[src/rtl/mem_access_stage.sv]
// Memory access stage: passes ALU results through to writeback and runs
// single outstanding load/store transactions with a wait timeout.
module mem_access_stage #(
  parameter int unsigned TIMEOUT = 15
) (
  input  logic        clk,
  input  logic        resetn,
  input  logic        flush,
  input  logic        in_valid,
  input  logic        in_update,
  input  logic [36:0] in_data,
  output logic        stall_out,
  output logic        mem_req,
  output logic        mem_we,
  output logic [15:0] mem_addr,
  output logic [15:0] mem_wdata,
  input  logic [15:0] mem_rdata,
  input  logic        mem_ready,
  output logic        wb_valid,
  output logic        wb_we,
  output logic [2:0]  wb_rd,
  output logic [15:0] wb_data,
  output logic        err
);

  localparam logic [0:0] IDLE     = 1'b0;
  localparam logic [0:0] WAIT_MEM = 1'b1;
  localparam logic [7:0] CNT_LAST = 8'(TIMEOUT - 1);

  logic [0:0]  state_q, state_d;
  logic [7:0]  cnt_q, cnt_d;
  logic        mem_req_q, mem_req_d;
  logic        mem_we_q, mem_we_d;
  logic [15:0] mem_addr_q, mem_addr_d;
  logic [15:0] mem_wdata_q, mem_wdata_d;
  logic        wb_valid_q, wb_valid_d;
  logic        wb_we_q, wb_we_d;
  logic [2:0]  wb_rd_q, wb_rd_d;
  logic [15:0] wb_data_q, wb_data_d;
  logic        err_q, err_d;

  logic        is_ld, is_st, is_rsv;

  assign is_ld  = (in_data[1:0] == 2'b01);
  assign is_st  = (in_data[1:0] == 2'b10);
  assign is_rsv = (in_data[1:0] == 2'b11);

  always_comb begin
    state_d     = state_q;
    cnt_d       = cnt_q;
    mem_req_d   = mem_req_q;
    mem_we_d    = mem_we_q;
    mem_addr_d  = mem_addr_q;
    mem_wdata_d = mem_wdata_q;
    wb_rd_d     = wb_rd_q;
    wb_data_d   = wb_data_q;
    wb_valid_d  = 1'b0;
    wb_we_d     = 1'b0;
    err_d       = 1'b0;
    if (flush) begin
      state_d   = IDLE;
      cnt_d     = 8'd0;
      mem_req_d = 1'b0;
      mem_we_d  = 1'b0;
    end else if (state_q == IDLE) begin
      if (in_valid) begin
        wb_rd_d = in_data[4:2];
        unique case (1'b1)
          is_ld: begin
            state_d    = WAIT_MEM;
            cnt_d      = 8'd0;
            mem_req_d  = 1'b1;
            mem_we_d   = 1'b0;
            mem_addr_d = in_data[20:5];
          end
          is_st: begin
            state_d     = WAIT_MEM;
            cnt_d       = 8'd0;
            mem_req_d   = 1'b1;
            mem_we_d    = 1'b1;
            mem_addr_d  = in_data[20:5];
            mem_wdata_d = in_data[36:21];
          end
          default: begin
            wb_valid_d = 1'b1;
            wb_we_d    = in_update & ~is_rsv;
            wb_data_d  = in_data[20:5];
          end
        endcase
      end
    end else begin
      // mem_we_q still tells load from store while waiting
      if (mem_ready) begin
        state_d    = IDLE;
        cnt_d      = 8'd0;
        mem_req_d  = 1'b0;
        mem_we_d   = 1'b0;
        wb_valid_d = 1'b1;
        wb_we_d    = ~mem_we_q;
        if (!mem_we_q) wb_data_d = mem_rdata;
      end else if (cnt_q == CNT_LAST) begin
        state_d   = IDLE;
        cnt_d     = 8'd0;
        mem_req_d = 1'b0;
        mem_we_d  = 1'b0;
        err_d     = 1'b1;
      end else begin
        cnt_d = cnt_q + 8'd1;
      end
    end
  end

  always_ff @(posedge clk or negedge resetn) begin
    if (!resetn) begin
      state_q     <= IDLE;
      cnt_q       <= 8'd0;
      mem_req_q   <= 1'b0;
      mem_we_q    <= 1'b0;
      mem_addr_q  <= 16'd0;
      mem_wdata_q <= 16'd0;
      wb_valid_q  <= 1'b0;
      wb_we_q     <= 1'b0;
      wb_rd_q     <= 3'd0;
      wb_data_q   <= 16'd0;
      err_q       <= 1'b0;
    end else begin
      state_q     <= state_d;
      cnt_q       <= cnt_d;
      mem_req_q   <= mem_req_d;
      mem_we_q    <= mem_we_d;
      mem_addr_q  <= mem_addr_d;
      mem_wdata_q <= mem_wdata_d;
      wb_valid_q  <= wb_valid_d;
      wb_we_q     <= wb_we_d;
      wb_rd_q     <= wb_rd_d;
      wb_data_q   <= wb_data_d;
      err_q       <= err_d;
    end
  end

  assign stall_out = (state_q == WAIT_MEM);
  assign mem_req   = mem_req_q;
  assign mem_we    = mem_we_q;
  assign mem_addr  = mem_addr_q;
  assign mem_wdata = mem_wdata_q;
  assign wb_valid  = wb_valid_q;
  assign wb_we     = wb_we_q;
  assign wb_rd     = wb_rd_q;
  assign wb_data   = wb_data_q;
  assign err       = err_q;

endmodule

[config.mk]
export PLATFORM = sky130hd
export DESIGN_NAME = mem_access_stage
export DESIGN_NICKNAME = d
export VERILOG_FILES = /design/src/rtl/mem_access_stage.sv
export SDC_FILE = /design/constraint.sdc
export NUM_CORES = 1
export LEC_CHECK = 0
export CELL_PAD_IN_SITES_DETAIL_PLACEMENT = 0
export CELL_PAD_IN_SITES_GLOBAL_PLACEMENT = 1
export CORE_MARGIN = 2
export CORE_UTILIZATION = 33
export DETAILED_ROUTE_END_ITERATION = 8
export PLACE_DENSITY = 0.88
export SLEW_MARGIN = 10
export SYNTH_ARGS = -nofsm -noshare
export SYNTH_HDL_FRONTEND = slang
export SYNTH_SLANG_ARGS = --single-unit
[constraint.sdc]
create_clock -name clk -period 2.1 [get_ports clk]
set_input_delay 0.315 -clock clk [delete_from_list [all_inputs] [get_ports clk]]
set_output_delay 0.315 -clock clk [all_outputs]
set_load 0.005 [all_outputs]
==> results of run 1 <==
## power groups by stage
stage | clock network, W | registers, W | logic, W
floorplan | 0 | 0.00169 | 0.000301
global placement | 0 | 0.00167 | 0.00108
detailed placement | 0 | 0.00168 | 0.00110
CTS | 0.00121 | 0.00166 | 0.00111
global route | 0.00126 | 0.00169 | 0.00118
finish | 0.00117 | 0.00166 | 0.00109
## path summary, 6_finish.rpt
check                                                 end  cells past startpoint                      start  slack [ns]
worst max register to register       cnt_q[2]$_DFFE_PN0P_                      4        stall_out$_DFF_PN0_        0.43
worst max-delay path                 cnt_q[5]$_DFFE_PN0P_                      7                 in_data[0]        0.22
max in group asynchronous            cnt_q[3]$_DFFE_PN0P_                      3                     resetn        1.05
min in group clk                mem_wdata[14]$_DFFE_PN0P_                      1  mem_wdata[14]$_DFFE_PN0P_        0.49
worst min register to register  mem_wdata[14]$_DFFE_PN0P_                      1  mem_wdata[14]$_DFFE_PN0P_        0.49
worst min-delay path              mem_addr[0]$_DFFE_PN0P_                      2                     resetn        0.45
## Yosys cell counts, drive strengths merged (2+ instances only)
library cell / number / area share
a211oi: 2 / 0.0054
a21oi: 21 / 0.039
mux2: 35 / 0.14
nand3b: 2 / 0.0054
buf: 9 / 0.020
inv: 3 / 0.0041
dfrtp: 65 / 0.59
and2: 6 / 0.014
xnor2: 2 / 0.0063
o21ai: 4 / 0.0072
nor2b: 2 / 0.0045
nand2: 7 / 0.0095
a21o: 2 / 0.0054
nor2: 24 / 0.032
nand4: 2 / 0.0045
ha: 4 / 0.018
mux2i: 17 / 0.061
nand3: 3 / 0.0054
## flip-flops by register name (all words and copies together), names as in the netlist
| register | cells |
|---|---|
| mem_we | 1 |
| wb_valid | 1 |
| stall_out | 1 |
| mem_wdata | 16 |
| wb_rd | 3 |
| cnt_q | 8 |
| err | 1 |
| mem_req | 1 |
| mem_addr | 16 |
| wb_we | 1 |
| wb_data | 16 |
## per-layer routing
metal	global-route usage	up-vias
li1	-	1021
met1	0.173	989
met2	0.241	83
met3	0.0775	9
met4	0.0417	0
met5	0	-
## kinds of logic after synthesis
family	Yosys count
flops	65
mux	52
simple gates	51
compound gates	33
buf+inv	12
fa+ha+maj	4
xor+xnor	2
## what timing repair did
| action | 4_1_cts | 5_1_grt |
|---|---|---|
| endpoints found under the hold margin | 15 | 0 |
| gates resized for setup | 0 | 2 |
| hold buffers | 1 | 0 |
| buffers inserted | 0 | 0 |
| setup endpoints to repair | 0 | 1 |
## worst register-to-register path, stage by stage, from the launching register on
cell,delay (ns)
sky130_fd_sc_hd__dfrtp_1,0.49
sky130_fd_sc_hd__or3b_1,0.42
sky130_fd_sc_hd__a41o_1,0.32
sky130_fd_sc_hd__nor4b_2,0.27
sky130_fd_sc_hd__a21o_1,0.11
## metrics by stage
step | cell area (um^2) | setup slack [ns] | setup TNS [ns]
detailed placement | 4130 | -0.112 | -0.169
finish | 4360 | 0.222 | 0
global route | 4360 | 0.0815 | 0
CTS | 4350 | 0.244 | 0
global placement | 4130 | -0.0421 | -0.0421
floorplan | 2780 | 0.437 | 0
## area by class of cell
| type | count | area [um^2] | share of cell area |
|---|---|---|---|
| multi-input cells | 142 | 1090 | 0.250 |
| repair buffers | 126 | 1280 | 0.294 |
| inverters | 3 | 11.3 | 0.00258 |
| well taps | 105 | 131 | 0.0301 |
| clock inverters | 3 | 65.1 | 0.0149 |
| flip-flops and latches | 65 | 1630 | 0.373 |
| clock buffers | 11 | 151 | 0.0347 |
## placed cells by master, fill, tap and decap left out, types with 2 or more instances in the layout
cell / instances
sky130_fd_sc_hd__clkdlybuf4s50_1: 114
sky130_fd_sc_hd__dfrtp_1: 65
sky130_fd_sc_hd__nor2_1: 24
sky130_fd_sc_hd__a21oi_1: 20
sky130_fd_sc_hd__mux2_2: 18
sky130_fd_sc_hd__mux2_1: 17
sky130_fd_sc_hd__mux2i_1: 17
sky130_fd_sc_hd__clkbuf_8: 11
sky130_fd_sc_hd__nand2_1: 7
sky130_fd_sc_hd__and2_1: 6
sky130_fd_sc_hd__buf_4: 6
sky130_fd_sc_hd__o21ai_1: 4
sky130_fd_sc_hd__ha_1: 4
sky130_fd_sc_hd__buf_12: 4
sky130_fd_sc_hd__inv_1: 3
sky130_fd_sc_hd__nand3_1: 3
sky130_fd_sc_hd__nand4_1: 2
sky130_fd_sc_hd__nand3b_1: 2
sky130_fd_sc_hd__xnor2_1: 2
sky130_fd_sc_hd__a21o_1: 2
sky130_fd_sc_hd__a211oi_1: 2
sky130_fd_sc_hd__bufinv_16: 2
==> impl_results.rst, run 1 <==
.. list-table::
   :header-rows: 1

   * - Metric
     - Value
   * - Synthesis-stage register bit count
     - 65
   * - Average cell area after synthesis
     - 12.7 um^2
   * - Number of buffers and inverters on the critical path
     - 2
   * - Number of search-and-repair iterations in the first detailed-routing pass
     - 4
   * - Clk sinks
     - 65
   * - Area enclosed by the die boundary
     - 9160 um^2
   * - Number of distinct standard cells referenced by the synthesized netlist
     - 31
   * - Result of the run
     - complete, no violations
   * - Post-CTS clock slew at the launch and capture registers of the worst setup and hold paths
     - 0.07 ns
   * - TritonCTS Buffers
     - 9
   * - Combinational cell fraction of total power
     - 0.277
   * - Highest-delay cell along the critical path
     - sky130_fd_sc_hd__clkdlybuf4s50_1
   * - Max stage delay on crit path
     - 0.49 ns
   * - Adder-cell area share of the yosys netlist
     - 0.0180
   * - Cell breakdown of the critical path
     - clkdlybuf4s50_1 > inv_1 > ha_1 > nand2b_1 > a21oi_1 > nor2_1 > a2111oi_2
   * - First-pass GRT wire length
     - 10400 um
   * - Die span in x
     - 95.7 um
   * - Ratio of final minimum period to clock period
     - 0.894
   * - Delay-heaviest family, CP
     - compound AO/OA/AOI/OAI gates
   * - Setup violation total in the final timing report
     - 0
   * - Count of H-tree levels built during CTS
     - 3
   * - Clk network pwr share
     - 0.299
   * - Setup repair after global routing missed its margin
     - no
   * - Placer Congestion
     - 0.861
   * - Remaining antenna violation count
     - 0
   * - Share of cells above drive strength 1
     - 0.137
   * - Antenna diode count
     - 0
   * - Leakage power figure
     - 1.79 nW
   * - Ports
     - 116
   * - M1 wire length
     - between 2000 and 3000 um
   * - Final cell count without fillers
     - about 460
   * - Number of I/O port buffers
     - 115
   * - Final worst hold slack
     - approximately 0.45 ns
   * - Net count, final
     - slightly above 400
   * - Number of nets in the synthesized netlist
     - 282
   * - Maximum buffer depth of the clock tree
     - 2
   * - Count of placed standard cells including taps
     - between 400 and 500
   * - Slew Limit Headroom
     - 0.730
   * - Largest family of logic cells by synthesized area
     - multiplexers
   * - Max Cap Violations
     - 0
   * - Met3 WL post-DR
     - around 640 um
   * - Critical Path Sink Type
     - flip-flop
   * - Via count
     - 2102
   * - DR top layer
     - met4
   * - Total routing usage reported by global routing
     - 0.149
   * - Max Slew Vio Count
     - 0
   * - Share of synthesized flip-flops with an asynchronous set or reset
     - 1.00
   * - Post-synthesis instance area
     - 2780 um^2
   * - Pwr Total
     - just under 0.004 W
   * - Number of antenna violations at the first check in global routing
     - 0
   * - Placement Rows
     - 33
   * - Clock tree from TritonCTS
     - yes
   * - Power density over the cells
     - 898 nW/um^2
   * - Total global routing overflow
     - 0
   * - Met2 WL
     - 3020 um
   * - Category of the critical setup timing path
     - in -> reg
   * - Worst path required time
     - 2.33 ns
   * - Vias per inst
     - 4.62
   * - Signal arrival time at the worst endpoint
     - 2.11 ns
   * - Critical Path Start Type
     - input port
   * - Least-Margin Pin Slew
     - between 0.4 and 0.5 ns
   * - Initial core utilization
     - 0.340
   * - Min Tclk post-route
     - 1.88 ns
   * - Post-synthesis simple-gate area fraction
     - 0.0924
   * - Routed wire length
     - 6440 um
   * - Maximum number of pins on one net before global-route repair
     - 51
   * - Compound-gate portion of the synthesized area
     - 0.0699
   * - Multiplexer area fraction after synthesis
     - 0.203
   * - Cell count after synthesis
     - 219
   * - Post-Synth XOR/XNOR Area
     - 0.00631
   * - Total of fill cells in the finished design
     - 720
   * - Number of global-route vias before repair
     - 2200
   * - Share of synthesized area occupied by flip-flops and latches
     - 0.586
   * - Core Util, Final
     - 0.533
   * - Post-detailed-placement half-perimeter wirelength
     - 4790 um
   * - Net switching power
     - 0.000933 W
   * - Yosys warning total
     - 0
   * - Final Hold Fails
     - 0
   * - Achievable Freq
     - around 530 MHz
   * - Number of DRC markers after the initial detailed-route iteration
     - between 70 and 80
   * - Biggest fanout along the worst timing path
     - 6
   * - Worst-skew pair later-pin latency
     - 0.33 ns
   * - Vertical die dimension
     - 95.7 um
   * - Portion of total power attributed to sequential cells
     - 0.424
   * - Number of enable flip-flop cells after synthesis
     - 0
   * - Cell chosen for the clock root
     - sky130_fd_sc_hd__clkbuf_8
   * - Clock Skew
     - ~0.0063 ns
   * - Floorplan Core Area
     - 8180 um^2
   * - Fraction of power spent switching nets
     - 0.238
   * - Dominant synthesized flop cell
     - sky130_fd_sc_hd__dfrtp_1
   * - Worst vdd ir
     - 0.516 mV
   * - Worst min path class
     - in -> async
   * - P&R area growth vs syn
     - 57.0%
   * - Cell internal pwr
     - 0.00298 W
   * - DRC violations left
     - 0
   * - Wire per inst
     - 14.2 um
(Power assumes the default switching activity.)
==> run 2: changes to the inputs <==
--- a/config.mk
+++ b/config.mk
@@ -7,7 +7,6 @@
 export LEC_CHECK = 0
 export CELL_PAD_IN_SITES_DETAIL_PLACEMENT = 0
 export CELL_PAD_IN_SITES_GLOBAL_PLACEMENT = 1
-export CORE_MARGIN = 2
 export CORE_UTILIZATION = 33
 export DETAILED_ROUTE_END_ITERATION = 8
 export PLACE_DENSITY = 0.88
==> run 2 against run 1 <==
Effect of this change: non-clock buffer count is 1 lower; critical endpoint is now cnt_q[6]$_DFFE_PN0P_; critical path depth stayed put; hold slack worse by 0.032 ns; combinational power hardly changed; final cell count is 0.22% higher; die area is 4.1% lower; largest cell class unchanged.
==> impl_results.rst, run 2 (synthesis gave the netlist of run 1 again) <==
.. list-table::
   :header-rows: 1

   * - Metric
     - Value
   * - Net count, final
     - 409 (-0.24%)
   * - Commonest non-fill, non-tap cells in the layout
     - 114 x sky130_fd_sc_hd__clkdlybuf4s50_1, 65 x sky130_fd_sc_hd__dfrtp_1, 24 x sky130_fd_sc_hd__nor2_1
   * - Critical Path Sink Type
     - flip-flop
   * - Antenna diode count
     - 0 (unchanged)
   * - Worst-case register-to-register setup slack
     - 0.39 ns (-0.04 ns)
   * - Total routing usage reported by global routing
     - 0.153 (+0.00447)
   * - Setup repair after global routing missed its margin
     - no
   * - Total global routing overflow
     - 0 (unchanged)
   * - Share of cells above drive strength 1
     - 0.137 (-0.000391)
   * - Ratio of final minimum period to clock period
     - 0.875 (-0.0191)
   * - Cell chosen for the clock root
     - sky130_fd_sc_hd__clkbuf_8
   * - DRC violations left
     - 0 (unchanged)
   * - Power density over the cells
     - 850 nW/um^2 (-5.4%)
   * - Clk network pwr share
     - 0.251 (-0.048)
   * - Clock Skew
     - 0.00662 ns (+0.000279 ns)
   * - Area enclosed by the die boundary
     - 8780 um^2 (-4.1%)
   * - Number of antenna violations at the first check in global routing
     - 0 (unchanged)
   * - Signal arrival time at the worst endpoint
     - 2.06 ns (-0.05 ns)
   * - Combinational cell fraction of total power
     - 0.295 (+0.018)
   * - Cell internal pwr
     - 0.00268 W (-9.9%)
   * - Clock tree from TritonCTS
     - yes
   * - TritonCTS Buffers
     - 9 (unchanged)
   * - Max Cap Violations
     - 0 (unchanged)
   * - Most common library cell in the layout ignoring fill and taps
     - sky130_fd_sc_hd__clkdlybuf4s50_1
   * - Worst min path class
     - in -> async
   * - Post-detailed-placement half-perimeter wirelength
     - 4610 um (-3.7%)
   * - Maximum buffer depth of the clock tree
     - 2 (unchanged)
   * - Final cell count without fillers
     - 456 (+0.22%)
   * - Number of I/O port buffers
     - 115 (unchanged)
   * - Min Tclk post-route
     - 1.84 ns (-0.0402 ns)
   * - Clk sinks
     - 65 (unchanged)
   * - Final Hold Fails
     - 0 (unchanged)
   * - P&R area growth vs syn
     - 54.8%
   * - Worst path required time
     - 2.32 ns (about the same)
   * - Number of global-route vias before repair
     - 2175 (-1.1%)
   * - Maximum number of pins on one net before global-route repair
     - 54 (+5.9%)
   * - Remaining antenna violation count
     - 0 (unchanged)
   * - Achievable Freq
     - 544 MHz (+2.2%)
   * - Setup violation total in the final timing report
     - 0 (unchanged)
   * - Critical Path Start Type
     - input port
   * - Net switching power
     - 0.000968 W (+3.8%)
   * - Result of the run
     - complete, no violations
   * - Final worst hold slack
     - 0.421 ns (-0.0319 ns)
   * - First-pass GRT wire length
     - 10200 um (-2.0%)
   * - Ports
     - 116 (unchanged)
   * - # resized after CTS
     - 0 (unchanged)
   * - Vertical die dimension
     - 93.7 um (-2.1%)
   * - Count of H-tree levels built during CTS
     - 3 (unchanged)
   * - Placement Rows
     - 33 (unchanged)
   * - Slew Limit Headroom
     - 0.770 (+0.0408)
   * - Count of placed standard cells including taps
     - 439 (-0.23%)
   * - Via count
     - 2128 (+1.2%)
   * - Least-Margin Pin Slew
     - 0.336 ns (-0.0684 ns)
   * - Portion of total power attributed to sequential cells
     - 0.454 (+0.030)
   * - Max stage delay on crit path
     - 0.48 ns (about the same)
   * - Wire per inst
     - 13.7 um (-3.1%)
   * - Cell breakdown of the critical path
     - clkdlybuf4s50_1 > inv_1 > ha_1 > nand2b_1 > a21oi_1 > mux2i_1 > nor3_1
   * - Post-CTS clock slew at the launch and capture registers of the worst setup and hold paths
     - 0.07 ns (about the same)
   * - Biggest fanout along the worst timing path
     - 6 (unchanged)
   * - Routed wire length
     - 6260 um (-2.9%)
   * - Number of search-and-repair iterations in the first detailed-routing pass
     - 4 (unchanged)
   * - Die span in x
     - 93.7 um (-2.1%)
   * - Max Slew Vio Count
     - 0 (unchanged)
   * - Worst-skew pair later-pin latency
     - 0.34 ns (about the same)
   * - Vias per inst
     - 4.67 (+1.0%)
   * - Fraction of power spent switching nets
     - 0.265 (+0.0267)
   * - Leakage power figure
     - 1.76 nW (-1.8%)
   * - Number of DRC markers after the initial detailed-route iteration
     - 70 (-9.1%)
   * - Highest-delay cell along the critical path
     - sky130_fd_sc_hd__clkdlybuf4s50_1
   * - Worst vdd ir
     - 0.567 mV (+9.9%)
   * - Placer Congestion
     - 0.857 (-0.44%)
   * - Category of the critical setup timing path
     - in -> reg
   * - Floorplan Core Area
     - 8180 um^2 (unchanged)
   * - Initial core utilization
     - 0.340 (unchanged)
[run 2: changes by cell type in the layout (fill, tap and decap cells not counted)]
| cell | delta |
|---|---|
| sky130_fd_sc_hd__clkinv_2 | +2 |
| sky130_fd_sc_hd__clkbuf_8 | -2 |
| sky130_fd_sc_hd__a2111oi_2 | -1 |
| sky130_fd_sc_hd__a2111oi_0 | +1 |
| sky130_fd_sc_hd__clkinvlp_4 | +2 |
| sky130_fd_sc_hd__bufinv_16 | -2 |
| sky130_fd_sc_hd__clkinv_4 | +2 |
| sky130_fd_sc_hd__buf_4 | -1 |
[run 2: critical path, delay by kind of cell]
family	cells	cell delay [ns]
multiplexers	1	0.24
adder cells (fa/ha/maj)	1	0.32
AO/OA/AOI/OAI	1	0.34
AND/OR/NAND/NOR	2	0.31
buffers and inverters	2	0.53
[run 2: cell type report]
class / instances / area (um^2)
Clock buffer: 9 / 124
Clock inverter: 7 / 47.5
Fill cell: 769 / 3880
Inverter: 3 / 11.3
Multi-Input combinational cell: 142 / 1080
Sequential cell: 65 / 1630
Tap cell: 105 / 131
Timing Repair Buffer: 125 / 1270
[run 2: path summary, 6_finish.rpt]
path,from,depth (start not counted),to
worst max-delay path,in_data[0],7,cnt_q[6]$_DFFE_PN0P_
worst min-delay path,resetn,2,mem_addr[1]$_DFFE_PN0P_
worst max register to register,stall_out$_DFF_PN0_,4,cnt_q[2]$_DFFE_PN0P_
worst min register to register,mem_req$_DFFE_PN0P_,1,mem_req$_DFFE_PN0P_
max in group asynchronous,resetn,3,wb_data[10]$_DFFE_PN0P_
min in group clk,mem_req$_DFFE_PN0P_,1,mem_req$_DFFE_PN0P_
[run 2: through the flow]
stage	area (um^2)	worst slack [ns]	TNS (ns)	util	total power [W]
final	4300	0.262	0	0.526	0.00365
after global routing	4300	0.161	0	0.526	0.00388
after CTS	4300	0.264	0	0.526	0.00372
after detailed placement	4120	-0.0931	-0.138	0.504	0.00277
after global placement	4120	-0.000173	-0.000173	0.504	0.00275
after floorplan	2780	0.437	0	-	0.00200
[run 2: metal layers]
| layer | wire length, um | GRT usage | share of wire |
|---|---|---|---|
| met5 | 0 | 0 | 0 |
| met3 | 607 | 0.0647 | 0.097 |
| met2 | 2880 | 0.245 | 0.46 |
| met4 | 137 | 0.0705 | 0.022 |
| met1 | 2630 | 0.178 | 0.42 |
[run 2: what timing repair did]
| item | in CTS | in global routing |
|---|---|---|
| setup buffers | 0 | 0 |
| hold endpoints to repair | 12 | 0 |
| hold buffers | 1 | 0 |
[run 2: power by group through the flow]
| stage | logic (W) | registers [W] | clock network [W] |
|---|---|---|---|
| global route | 0.00118 | 0.00169 | 0.00101 |
| finish | 0.00108 | 0.00166 | 0.000916 |
| global placement | 0.00108 | 0.00167 | 0 |
| detailed placement | 0.00109 | 0.00168 | 0 |
| CTS | 0.00110 | 0.00166 | 0.000953 |
| floorplan | 0.000301 | 0.00169 | 0 |
==> run 3: changes to the inputs <==
--- a/config.mk
+++ b/config.mk
@@ -5,11 +5,12 @@
 export SDC_FILE = /design/constraint.sdc
 export NUM_CORES = 1
 export LEC_CHECK = 0
-export CELL_PAD_IN_SITES_DETAIL_PLACEMENT = 0
+export CELL_PAD_IN_SITES_DETAIL_PLACEMENT = 1
 export CELL_PAD_IN_SITES_GLOBAL_PLACEMENT = 1
 export CORE_UTILIZATION = 33
 export DETAILED_ROUTE_END_ITERATION = 8
 export PLACE_DENSITY = 0.88
+export SKIP_LAST_GASP = 1
 export SLEW_MARGIN = 10
 export SYNTH_ARGS = -nofsm -noshare
 export SYNTH_HDL_FRONTEND = slang
==> run 3 against run 2 <==
Effect of this change: hold slack lost 0.0058 ns; register-to-register slack lost 0.04 ns; clock power grew 5.6%; wire length grew 17%; critical path type unchanged; largest power group unchanged; highest routed layer unchanged.
==> impl_results.rst, run 3 (synthesis gave the netlist of run 1 again) <==
.. list-table::
   :header-rows: 1

   * - Metric
     - Value
   * - Worst Setup Slack, final
     - 0.208 ns (-0.0543 ns)
   * - Placement Rows
     - 33 (unchanged)
   * - Clk sinks
     - 65 (unchanged)
   * - Worst path required time
     - 2.31 ns (about the same)
   * - Register-to-Register Path Depth
     - 4 (unchanged)
   * - Maximum buffer depth of the clock tree
     - 2 (unchanged)
   * - Initial core utilization
     - 0.340 (unchanged)
   * - Worst vdd ir
     - 0.341 mV (-40%)
   * - Achievable Freq
     - 528 MHz (-2.9%)
   * - Net count, final
     - 409 (unchanged)
   * - Vias per inst
     - 4.71 (+0.85%)
   * - Number of DRC markers after the initial detailed-route iteration
     - 84 (+20%)
   * - Least-Margin Pin Slew
     - 0.410 ns (+0.0743 ns)
   * - Wire per inst
     - 16.1 um (+17%)
   * - Number of antenna violations at the first check in global routing
     - 0 (unchanged)
   * - Biggest fanout along the worst timing path
     - 6 (unchanged)
   * - Category of the critical setup timing path
     - in -> reg
   * - P&R area growth vs syn
     - 55.2%
   * - Reg-to-reg critical path startpoint
     - stall_out$_DFF_PN0_
   * - # resized after CTS
     - 0 (unchanged)
   * - Number of I/O port buffers
     - 115 (unchanged)
   * - Most common library cell in the layout ignoring fill and taps
     - sky130_fd_sc_hd__clkdlybuf4s50_1
   * - Antenna diode count
     - 0 (unchanged)
   * - Via count
     - 2146 (+0.85%)
   * - Ports
     - 116 (unchanged)
   * - Post-CTS clock slew at the launch and capture registers of the worst setup and hold paths
     - 0.07 ns (about the same)
   * - Highest-delay cell along the critical path
     - sky130_fd_sc_hd__clkdlybuf4s50_1
   * - Min Tclk post-route
     - 1.89 ns (+0.0543 ns)
   * - Die span in x
     - 93.7 um (unchanged)
   * - Worst min path class
     - in -> async
   * - Critical Path Start Type
     - input port
   * - Worst-case register-to-register setup slack
     - 0.35 ns (-0.04 ns)
   * - Final instance area
     - 4310 um^2 (+0.20%)
   * - Share of cells above drive strength 1
     - 0.134 (-0.00285)
   * - Max stage delay on crit path
     - 0.48 ns (about the same)
   * - Vertical die dimension
     - 93.7 um (unchanged)
   * - TritonCTS Buffers
     - 9 (unchanged)
   * - Placer Congestion
     - 0.857 (unchanged)
   * - Reg-to-reg endpoint
     - mem_addr[9]$_DFFE_PN0P_
   * - Total setup buffers inserted after CTS
     - 0 (unchanged)
   * - Max Cap Violations
     - 0 (unchanged)
   * - Slew Limit Headroom
     - 0.726 (-0.0447)
   * - Post-cts hold buffer count
     - 1 (unchanged)
   * - Remaining antenna violation count
     - 0 (unchanged)
   * - Number of global-route vias before repair
     - 2393 (+10%)
   * - Power density over the cells
     - 865 nW/um^2 (+1.8%)
   * - Setup repair after global routing missed its margin
     - no
   * - Floorplan Core Area
     - 8180 um^2 (unchanged)
   * - Number of buffers and inverters on the critical path
     - 2 (unchanged)
   * - Post-detailed-placement half-perimeter wirelength
     - 5590 um (+21%)
   * - Area enclosed by the die boundary
     - 8780 um^2 (unchanged)
   * - First-pass GRT wire length
     - 11600 um (+14%)
   * - Pwr Total
     - 0.00373 W (+2.0%)
   * - Number of search-and-repair iterations in the first detailed-routing pass
     - 4 (unchanged)
   * - Cell breakdown of the critical path
     - clkdlybuf4s50_1 > inv_1 > ha_1 > nand2b_1 > a21oi_1 > nor2_1 > a2111oi_0
   * - Delay-heaviest family, CP
     - compound AO/OA/AOI/OAI gates
   * - Routed wire length
     - 7330 um (+17%)
   * - Signal arrival time at the worst endpoint
     - 2.10 ns (+0.04 ns)
   * - Setup WS pre-CTS
     - -0.159 ns (-0.0662 ns)
   * - Cell Area, Placed
     - 4120 um^2 (unchanged)
   * - Instance count on the critical path
     - 7 (unchanged)
   * - Total routing usage reported by global routing
     - 0.175 (+0.0213)
   * - Result of the run
     - complete, no violations
   * - Clock Skew
     - 0.00740 ns (+0.000783 ns)
   * - Worst-skew pair later-pin latency
     - 0.34 ns (about the same)
   * - DRC violations left
     - 0 (unchanged)
   * - Maximum number of pins on one net before global-route repair
     - 54 (unchanged)
   * - Final Hold Fails
     - 0 (unchanged)
   * - Commonest non-fill, non-tap cells in the layout
     - 114 x sky130_fd_sc_hd__clkdlybuf4s50_1, 65 x sky130_fd_sc_hd__dfrtp_1, 24 x sky130_fd_sc_hd__nor2_1
   * - Total global routing overflow
     - 0 (unchanged)
   * - Leakage power figure
     - 1.77 nW (+0.28%)
   * - Ratio of final minimum period to clock period
     - 0.901 (+0.0258)
   * - Clock tree from TritonCTS
     - yes
   * - Setup violation total in the final timing report
     - 0 (unchanged)
   * - Count of H-tree levels built during CTS
     - 3 (unchanged)
   * - Critical Path Sink Type
     - flip-flop
   * - Cell chosen for the clock root
     - sky130_fd_sc_hd__clkbuf_8
   * - Max Slew Vio Count
     - 0 (unchanged)
   * - Final TNS setup
     - 0 ns (unchanged)
[run 3: cell types whose count changed in the layout (fill, tap and decap cells not counted), sizes merged]
cell / previous run / this run
clkinv: 5 / 3
clkbuf: 9 / 11
inv: 3 / 4
clkinvlp: 2 / 1
[run 3: area by class of cell]
type | count | area (um^2)
inverter | 3 | 11.3
fill | 885 | 3870
clock inverter | 5 | 38.8
sequential | 65 | 1630
timing repair buffer | 125 | 1270
tap | 105 | 131
clock buffer | 11 | 141
multi-input combinational | 142 | 1080
[run 3: worst max-delay path by stage]
stage / from / to / slack, ns
3_5_place_dp: in_data[0] / cnt_q[5]$_DFFE_PN0P_ / -0.16
4_1_cts: in_data[0] / cnt_q[5]$_DFFE_PN0P_ / 0.20
6_report: in_data[0] / cnt_q[5]$_DFFE_PN0P_ / 0.21
5_1_grt: in_data[0] / cnt_q[5]$_DFFE_PN0P_ / 0.07
2_1_floorplan: stall_out$_DFF_PN0_ / mem_addr[0]$_DFFE_PN0P_ / 0.44
3_3_place_gp: in_data[0] / cnt_q[5]$_DFFE_PN0P_ / -0.0002
[run 3: worst reg2reg max path, stage by stage (launching register included)]
cell and delay (ns):
sky130_fd_sc_hd__dfrtp_1 0.48, sky130_fd_sc_hd__nor3b_2 0.35, sky130_fd_sc_hd__nor2b_2 0.27, sky130_fd_sc_hd__buf_12 0.19
sky130_fd_sc_hd__mux2_2 0.36
[run 3: layer usage]
metal | share of wire | vias to the layer above | GRT usage
li1 | - | 1023 | -
met1 | 0.38 | 1035 | 0.189
met2 | 0.51 | 80 | 0.307
met3 | 0.091 | 8 | 0.0728
met4 | 0.012 | 0 | 0.0577
met5 | 0 | - | 0
[run 3: per-stage QoR]
stage / cells / hold WS (ns) / utilization
after global routing: 456 / 0.445 / 0.527
after detailed placement: 439 / 0.231 / 0.504
after floorplan: 219 / 0.0194 / -
final: 456 / 0.415 / 0.527
after global placement: 439 / 0.228 / 0.504
after CTS: 456 / 0.427 / 0.527
[run 3: power breakdown]
part / internal, W / switching (W) / total, W
Sequential: 0.00152 / 0.000142 / 0.00166
Clock: 0.000467 / 0.000500 / 0.000967
Combinational: 0.000742 / 0.000357 / 0.00110
